===== config.mk =====
export PLATFORM = sky130hd
export DESIGN_NAME = demux1to16_deser_flat
export DESIGN_NICKNAME = d
export VERILOG_FILES = /design/src/rtl/demux1to16_deser_pkg.sv /design/src/rtl/demux1to16_deser_if.sv /design/src/rtl/demux1to16_deser_dec4to16.sv /design/src/rtl/demux1to16_deser.sv /design/src/flat_wrapper.sv
export SDC_FILE = /design/constraint.sdc
export NUM_CORES = 1
export LEC_CHECK = 0
export CAP_MARGIN = 25
export CORE_MARGIN = 1.5
export CORE_UTILIZATION = 55
export DETAILED_ROUTE_END_ITERATION = 6
export PLACE_DENSITY = 0.93
export SLEW_MARGIN = 25
export SYNTH_ARGS = -nofsm -noshare
export SYNTH_HDL_FRONTEND = slang
export SYNTH_SLANG_ARGS = --single-unit

===== constraint.sdc =====
create_clock -name clk -period 4.7 [get_ports clk]
set_input_delay 0.94 -clock clk [delete_from_list [all_inputs] [get_ports clk]]
set_output_delay 0.94 -clock clk [all_outputs]
set_load 0.1 [all_outputs]

===== src/rtl/demux1to16_deser_pkg.sv =====
`default_nettype none
// ============================================================================
// Module      : demux_pkg
// Description : Shared constants and state type for the 1:16 deserialiser.
// Revision    : 1.0 - initial release
// ============================================================================
package demux_pkg;

    localparam int WORD_W_DEF = 16;
    localparam int SEL_W_DEF  = 4;

    // PARITY is only reachable when the parity feature is built in.
    typedef enum logic [0:0] {
        COLLECT = 1'b0,
        PARITY  = 1'b1
    } demux_state_t;

endpackage
`default_nettype wire


===== src/rtl/demux1to16_deser_if.sv =====
`default_nettype none
// ============================================================================
// Module      : demux1to16_deser_if
// Description : Serial-in / parallel-out bundle of the 1:16 deserialiser.
//               master = bit-stream source, slave = deserialiser.
// Revision    : 1.0 - initial release
// ============================================================================
interface demux1to16_deser_if
    import demux_pkg::*;
#(
    parameter int WORD_W = WORD_W_DEF,
    parameter int SEL_W  = $clog2(WORD_W)
);

    logic                din;
    logic                din_valid;
    logic                clr;
    logic [SEL_W-1:0]    s;
    logic [0:WORD_W-1]   w;
    logic                word_valid;
    logic                parity_err;

    modport master (
        output din, din_valid, clr,
        input  s, w, word_valid, parity_err
    );

    modport slave (
        input  din, din_valid, clr,
        output s, w, word_valid, parity_err
    );

endinterface
`default_nettype wire


===== src/rtl/demux1to16_deser_dec4to16.sv =====
`default_nettype none
// ============================================================================
// Module      : dec4to16
// Description : Slot index to one-hot shadow write-enable decoder.
//               we[i] is high when en is high and sel == i.
// Revision    : 1.0 - initial release
// ============================================================================
module dec4to16
    import demux_pkg::*;
#(
    parameter int WORD_W = WORD_W_DEF,
    parameter int SEL_W  = SEL_W_DEF
) (
    input  logic [SEL_W-1:0]  sel,
    input  logic              en,
    output logic [0:WORD_W-1] we
);

    // One comparator per slot; slot 0 is the first bit of the word.
    generate
        for (genvar i = 0; i < WORD_W; i++) begin : g_dec
            assign we[i] = en && (sel == SEL_W'(i));
        end
    endgenerate

endmodule
`default_nettype wire


===== src/rtl/demux1to16_deser.sv =====
`default_nettype none
// ============================================================================
// Module      : demux1to16_deser
// Description : Serial-to-parallel demultiplexer. Steers one bit per valid
//               cycle into slot s of a shadow register and presents the
//               completed word on w with a one-cycle word_valid strobe.
//               Optional feature macro: DEMUX_PARITY_EN (adds a trailing even
//               parity bit per word and a registered parity_err flag).
// Revision    : 1.0 - initial release
// ============================================================================
module demux1to16_deser
    import demux_pkg::*;
#(
    parameter int WORD_W = WORD_W_DEF,
    parameter int SEL_W  = SEL_W_DEF
) (
    input  logic               clk,
    input  logic               rst,
    demux1to16_deser_if.slave  bus
);

    localparam logic [SEL_W-1:0] C_LAST_SLOT = SEL_W'(WORD_W - 1);

    demux_state_t       r_state;
    demux_state_t       w_state_nxt;
    logic [SEL_W-1:0]   r_s;
    logic [SEL_W-1:0]   w_s_nxt;
    logic [0:WORD_W-1]  r_shadow;
    logic [0:WORD_W-1]  r_w;
    logic [0:WORD_W-1]  w_w_nxt;
    logic [0:WORD_W-1]  w_we;
    logic               r_word_valid;
    logic               w_word_valid_nxt;
    logic               w_shadow_en;
    logic               w_last;
`ifdef DEMUX_PARITY_EN
    logic               r_parity_err;
    logic               w_parity_err_nxt;
`else
    logic [0:WORD_W-1]  w_word_cat;
`endif

    assign w_last = (r_s == C_LAST_SLOT);

    dec4to16 #(
        .WORD_W (WORD_W),
        .SEL_W  (SEL_W)
    ) u_dec (
        .sel (r_s),
        .en  (w_shadow_en),
        .we  (w_we)
    );

`ifndef DEMUX_PARITY_EN
    // Completed word: stored slots plus the bit arriving on this edge.
    always_comb begin
        w_word_cat             = r_shadow;
        w_word_cat[WORD_W-1]   = bus.din;
    end
`endif

    // Next-state and output decode; clr overrides any simultaneous bit.
    always_comb begin
        w_state_nxt      = r_state;
        w_s_nxt          = r_s;
        w_w_nxt          = r_w;
        w_word_valid_nxt = 1'b0;
        w_shadow_en      = 1'b0;
`ifdef DEMUX_PARITY_EN
        w_parity_err_nxt = r_parity_err;
`endif
        if (bus.clr) begin
            w_s_nxt     = '0;
            w_state_nxt = COLLECT;
        end else if (bus.din_valid) begin
            case (r_state)
                COLLECT: begin
                    w_shadow_en = 1'b1;
                    if (!w_last) begin
                        w_s_nxt = r_s + SEL_W'(1);
                    end else begin
`ifdef DEMUX_PARITY_EN
                        // Hold s at the last slot while the parity bit is awaited.
                        w_state_nxt = PARITY;
`else
                        w_w_nxt          = w_word_cat;
                        w_word_valid_nxt = 1'b1;
                        w_s_nxt          = '0;
`endif
                    end
                end
`ifdef DEMUX_PARITY_EN
                PARITY: begin
                    w_w_nxt          = r_shadow;
                    w_parity_err_nxt = (^r_shadow) ^ bus.din;
                    w_word_valid_nxt = 1'b1;
                    w_s_nxt          = '0;
                    w_state_nxt      = COLLECT;
                end
`endif
                default: begin
                    w_state_nxt = COLLECT;
                end
            endcase
        end
    end

    // State, slot counter and output registers.
    always_ff @(posedge clk or posedge rst) begin
        if (rst) begin
            r_state      <= COLLECT;
            r_s          <= '0;
            r_w          <= '0;
            r_word_valid <= 1'b0;
        end else begin
            r_state      <= w_state_nxt;
            r_s          <= w_s_nxt;
            r_w          <= w_w_nxt;
            r_word_valid <= w_word_valid_nxt;
        end
    end

    // Shadow register: each slot loads din when its decoded enable is set.
    always_ff @(posedge clk or posedge rst) begin
        if (rst) begin
            r_shadow <= '0;
        end else begin
            for (int i = 0; i < WORD_W; i++) begin
                if (w_we[i]) begin
                    r_shadow[i] <= bus.din;
                end
            end
        end
    end

`ifdef DEMUX_PARITY_EN
    // Parity flag holds between words.
    always_ff @(posedge clk or posedge rst) begin
        if (rst) begin
            r_parity_err <= 1'b0;
        end else begin
            r_parity_err <= w_parity_err_nxt;
        end
    end

    assign bus.parity_err = r_parity_err;
`else
    assign bus.parity_err = 1'b0;
`endif

    assign bus.s          = r_s;
    assign bus.w          = r_w;
    assign bus.word_valid = r_word_valid;

endmodule
`default_nettype wire


===== src/flat_wrapper.sv =====
// flat-port wrapper written by rule: the top's interface ports become plain ports
module demux1to16_deser_flat import demux_pkg::*;
#(
    parameter int WORD_W = WORD_W_DEF,
    parameter int SEL_W  = SEL_W_DEF
)
  (clk, rst, bus_din, bus_din_valid, bus_clr, bus_s, bus_w, bus_word_valid, bus_parity_err);
  demux1to16_deser_if #(.WORD_W(WORD_W), .SEL_W(SEL_W)) bus_i ();
  input  logic clk;
  input  logic rst;
  input wire logic [$bits(bus_i.din)-1:0] bus_din;
  input wire logic [$bits(bus_i.din_valid)-1:0] bus_din_valid;
  input wire logic [$bits(bus_i.clr)-1:0] bus_clr;
  output wire logic [$bits(bus_i.s)-1:0] bus_s;
  output wire logic [$bits(bus_i.w)-1:0] bus_w;
  output wire logic [$bits(bus_i.word_valid)-1:0] bus_word_valid;
  output wire logic [$bits(bus_i.parity_err)-1:0] bus_parity_err;
  assign bus_i.din = bus_din;
  assign bus_i.din_valid = bus_din_valid;
  assign bus_i.clr = bus_clr;
  assign bus_s = bus_i.s;
  assign bus_w = bus_i.w;
  assign bus_word_valid = bus_i.word_valid;
  assign bus_parity_err = bus_i.parity_err;
  demux1to16_deser #(.WORD_W(WORD_W), .SEL_W(SEL_W)) u_core (.clk(clk), .rst(rst), .bus(bus_i));
endmodule

==> qor.yml <==
timing.rr.start: "u_core.bus.s[0]$_DFFE_PP0P_"
grt_usage: 0.189
hp-class: "flop to flop"
n_antenna_cell: 0
grt_max_degree: 37
grt_pass1_vias: 994
hold_violations: 0
tns_ns: 0
hold_buffers: 0
r2r_slack_ns: 2.96
die_h_um: 57.2
status: "completed"
min_to: "u_core.bus.w[5]$_DFFE_PP0P_"
cts_setup_buffers: 0
setup_violations: 0
syn-instance-count: 118
cts_buffers: 5
area_growth_syn_to_layout_pct: 18.9
yosys.area.top_type: "dfrtp_1"
detail_route.wl_per_cell_um: 15.2
syn_area_um2: 1620
synth_enable_flop_cells: 0
worst-path-buf-inv: 1
cts-root-buf: "clkbuf_4"
arrival_ns: 2.10
min_period_ns: 3.04
drive_gt1_frac: 0.281
routed-via-count: 960
slowest_delay_ns: 1.20
fin_crit_sh: 0.647
tightest_slew_ns: 0.969
startpoint_type: "flop"
yosysSeqAreaShare: 0.557
hpwlAfterDp_mm: 1.94
viasPerCell: 5.42
slew_headroom: 0.352
syn_avg_cell_area_um2: 13.7
hold_start: "u_core.r_shadow[5]$_DFFE_PP0P_"
n_fill_cell: 224
wirelength_mm: 2.70
ctsLongestPathBuffers: 2
async_reset_ff_frac: 1.00
synth_common_cells: "dfrtp_1 (36), mux2_2 (22), nor2_1 (13), mux2_4 (9)"
dieWidth_um: 57.2
synth_cell_types: 24
antenna_found_initial: 0
clk_pin_slew_ns: 0.10
io_pins: 27
crit_slowest_cell: "clkdlybuf4s50_1"
p_leak_nw: 0.929
crit_type: "flop to primary output"
drt-pass1-iter-count: 4
maxCapViolations: 0
clk_latency_ns: 0.33
ys.warnings.count: 0
start_util: 0.582
reg2reg_to: "u_core.bus.w[12]$_DFFE_PP0P_"
synth_ff_type: "dfrtp_1"
drc: 0
rsz0062_at_grt: "false"
synth_top_area_frac: 0.557
max_clock_freq_mhz: 329
endpoint_kind: "primary output"
worstPathCellList: "clkdlybuf4s50_1"
power_density_nw_per_um2: 282
fin_skew_ns: 0.00735
grt_pass1_wl_mm: 4.62
reg2regPathDepth: 4
synth_most_common_cell: "dfrtp_1"
grt_overflow: 0
synth_seq_cells: 36
cts_tree: "done"
drv_slew: 0
dieArea_um2: 3280
worstPathRequired_ns: 3.76
whs_path_depth: 1
critPathMaxFanout: 11
syn_nets: 127
htree_levels: 2
synthTopCellsByArea: "dfrtp_1 (56%), mux2_2 (15%), mux2_4 (8.4%), ha_1 (3.1%), nor2_1 (3.0%)"
post_cts_resized: 0
ant_nets: 0
drt_iter0_markers: 14
final_nets: 154
row_count: 19
cts.sinks: 36
core-area_um2: 2780
cp_top_family: "buffers and inverters"
gp_congestion: 0.787
power_mw: 0.543
ir_worst_vdd_mv: 0.234
portBuffers: 25
-- metal layers --
metal	track usage	share of wire	vias up
met5	0	0	-
met4	0.0997	0.026	0
met3	0.0522	0.043	10
met2	0.307	0.51	23
met1	0.230	0.42	473
li1	-	-	454
-- flip-flops by register name (all words and copies together) (netlist names) --
register	flops
u_core.r_shadow	15
u_core.bus.word_valid	1
u_core.bus.s	4
u_core.bus.w	16
-- cell usage in the layout (no fill, tap or decap) --
| cell | instances |
|---|---|
| nand2_2 | 1 |
| nand2b_1 | 3 |
| nor3_1 | 4 |
| a21oi_1 | 3 |
| mux2_2 | 22 |
| clkbuf_8 | 1 |
| mux2i_1 | 1 |
| nor2_1 | 13 |
| nand3b_4 | 1 |
| inv_1 | 3 |
| ha_1 | 4 |
| nand2_1 | 2 |
| nand3_1 | 2 |
| nand3b_1 | 3 |
| dfrtp_1 | 36 |
| buf_4 | 1 |
| mux2_4 | 9 |
| clkdlybuf4s50_1 | 25 |
| clkbuf_1 | 2 |
| nor2_8 | 1 |
| clkbuf_4 | 5 |
| o21ai_0 | 1 |
| conb_1 | 1 |
| xor2_1 | 1 |
| or4_1 | 1 |
-- layout make-up --
cell class | instances | area, um^2 | share of cell area
Sequential cell | 36 | 901 | 0.468
Timing Repair Buffer | 26 | 258 | 0.134
Inverter | 3 | 11.3 | 0.00585
Tap cell | 31 | 38.8 | 0.0202
Multi-Input combinational cell | 73 | 657 | 0.341
Clock buffer | 8 | 58.8 | 0.0306
-- how the worst max path moves through the flow --
stage,slack (ns),startpoint,to,cells after the start
after floorplan,2.46,u_core.bus.s[1]$_DFFE_PP0P_,u_core.bus.w[14]$_DFFE_PP0P_,5
after global placement,2.06,u_core.bus.s[2]$_DFFE_PP0P_,bus_s[2],1
after detailed placement,2.02,bus_din_valid,u_core.bus.w[12]$_DFFE_PP0P_,4
after CTS,1.65,u_core.bus.s[2]$_DFFE_PP0P_,bus_s[2],1
after global routing,1.58,u_core.bus.s[2]$_DFFE_PP0P_,bus_s[2],1
final,1.66,u_core.bus.s[2]$_DFFE_PP0P_,bus_s[2],1
-- through the flow --
stage               hold WS (ns)  instances  cell area, um^2  setup slack (ns)  utilization
global placement           0.484        169             1870              2.06        0.671
finish                     0.514        177             1920              1.66        0.692
global route               0.529        177             1920              1.58        0.692
CTS                        0.518        177             1920              1.65        0.692
floorplan                  0.475        118             1620              2.46            -
detailed placement         0.491        169             1870              2.02        0.671
-- cell families after synthesis --
logic type,after synthesis,share of synthesized area
xor+xnor,1,0.00541
mux,32,0.243
flops,36,0.557
compound gates,4,0.0124
simple gates,31,0.112
buf+inv,9,0.0371
other cells,1,0.00232
fa+ha+maj,4,0.0309
-- power by group --
part	internal, mW	switching [mW]	total, mW
combinational	0.0173	0.0314	0.0487
clock	0.0738	0.0930	0.167
sequential	0.320	0.00713	0.327
Power figures use the tool's default switching activity.
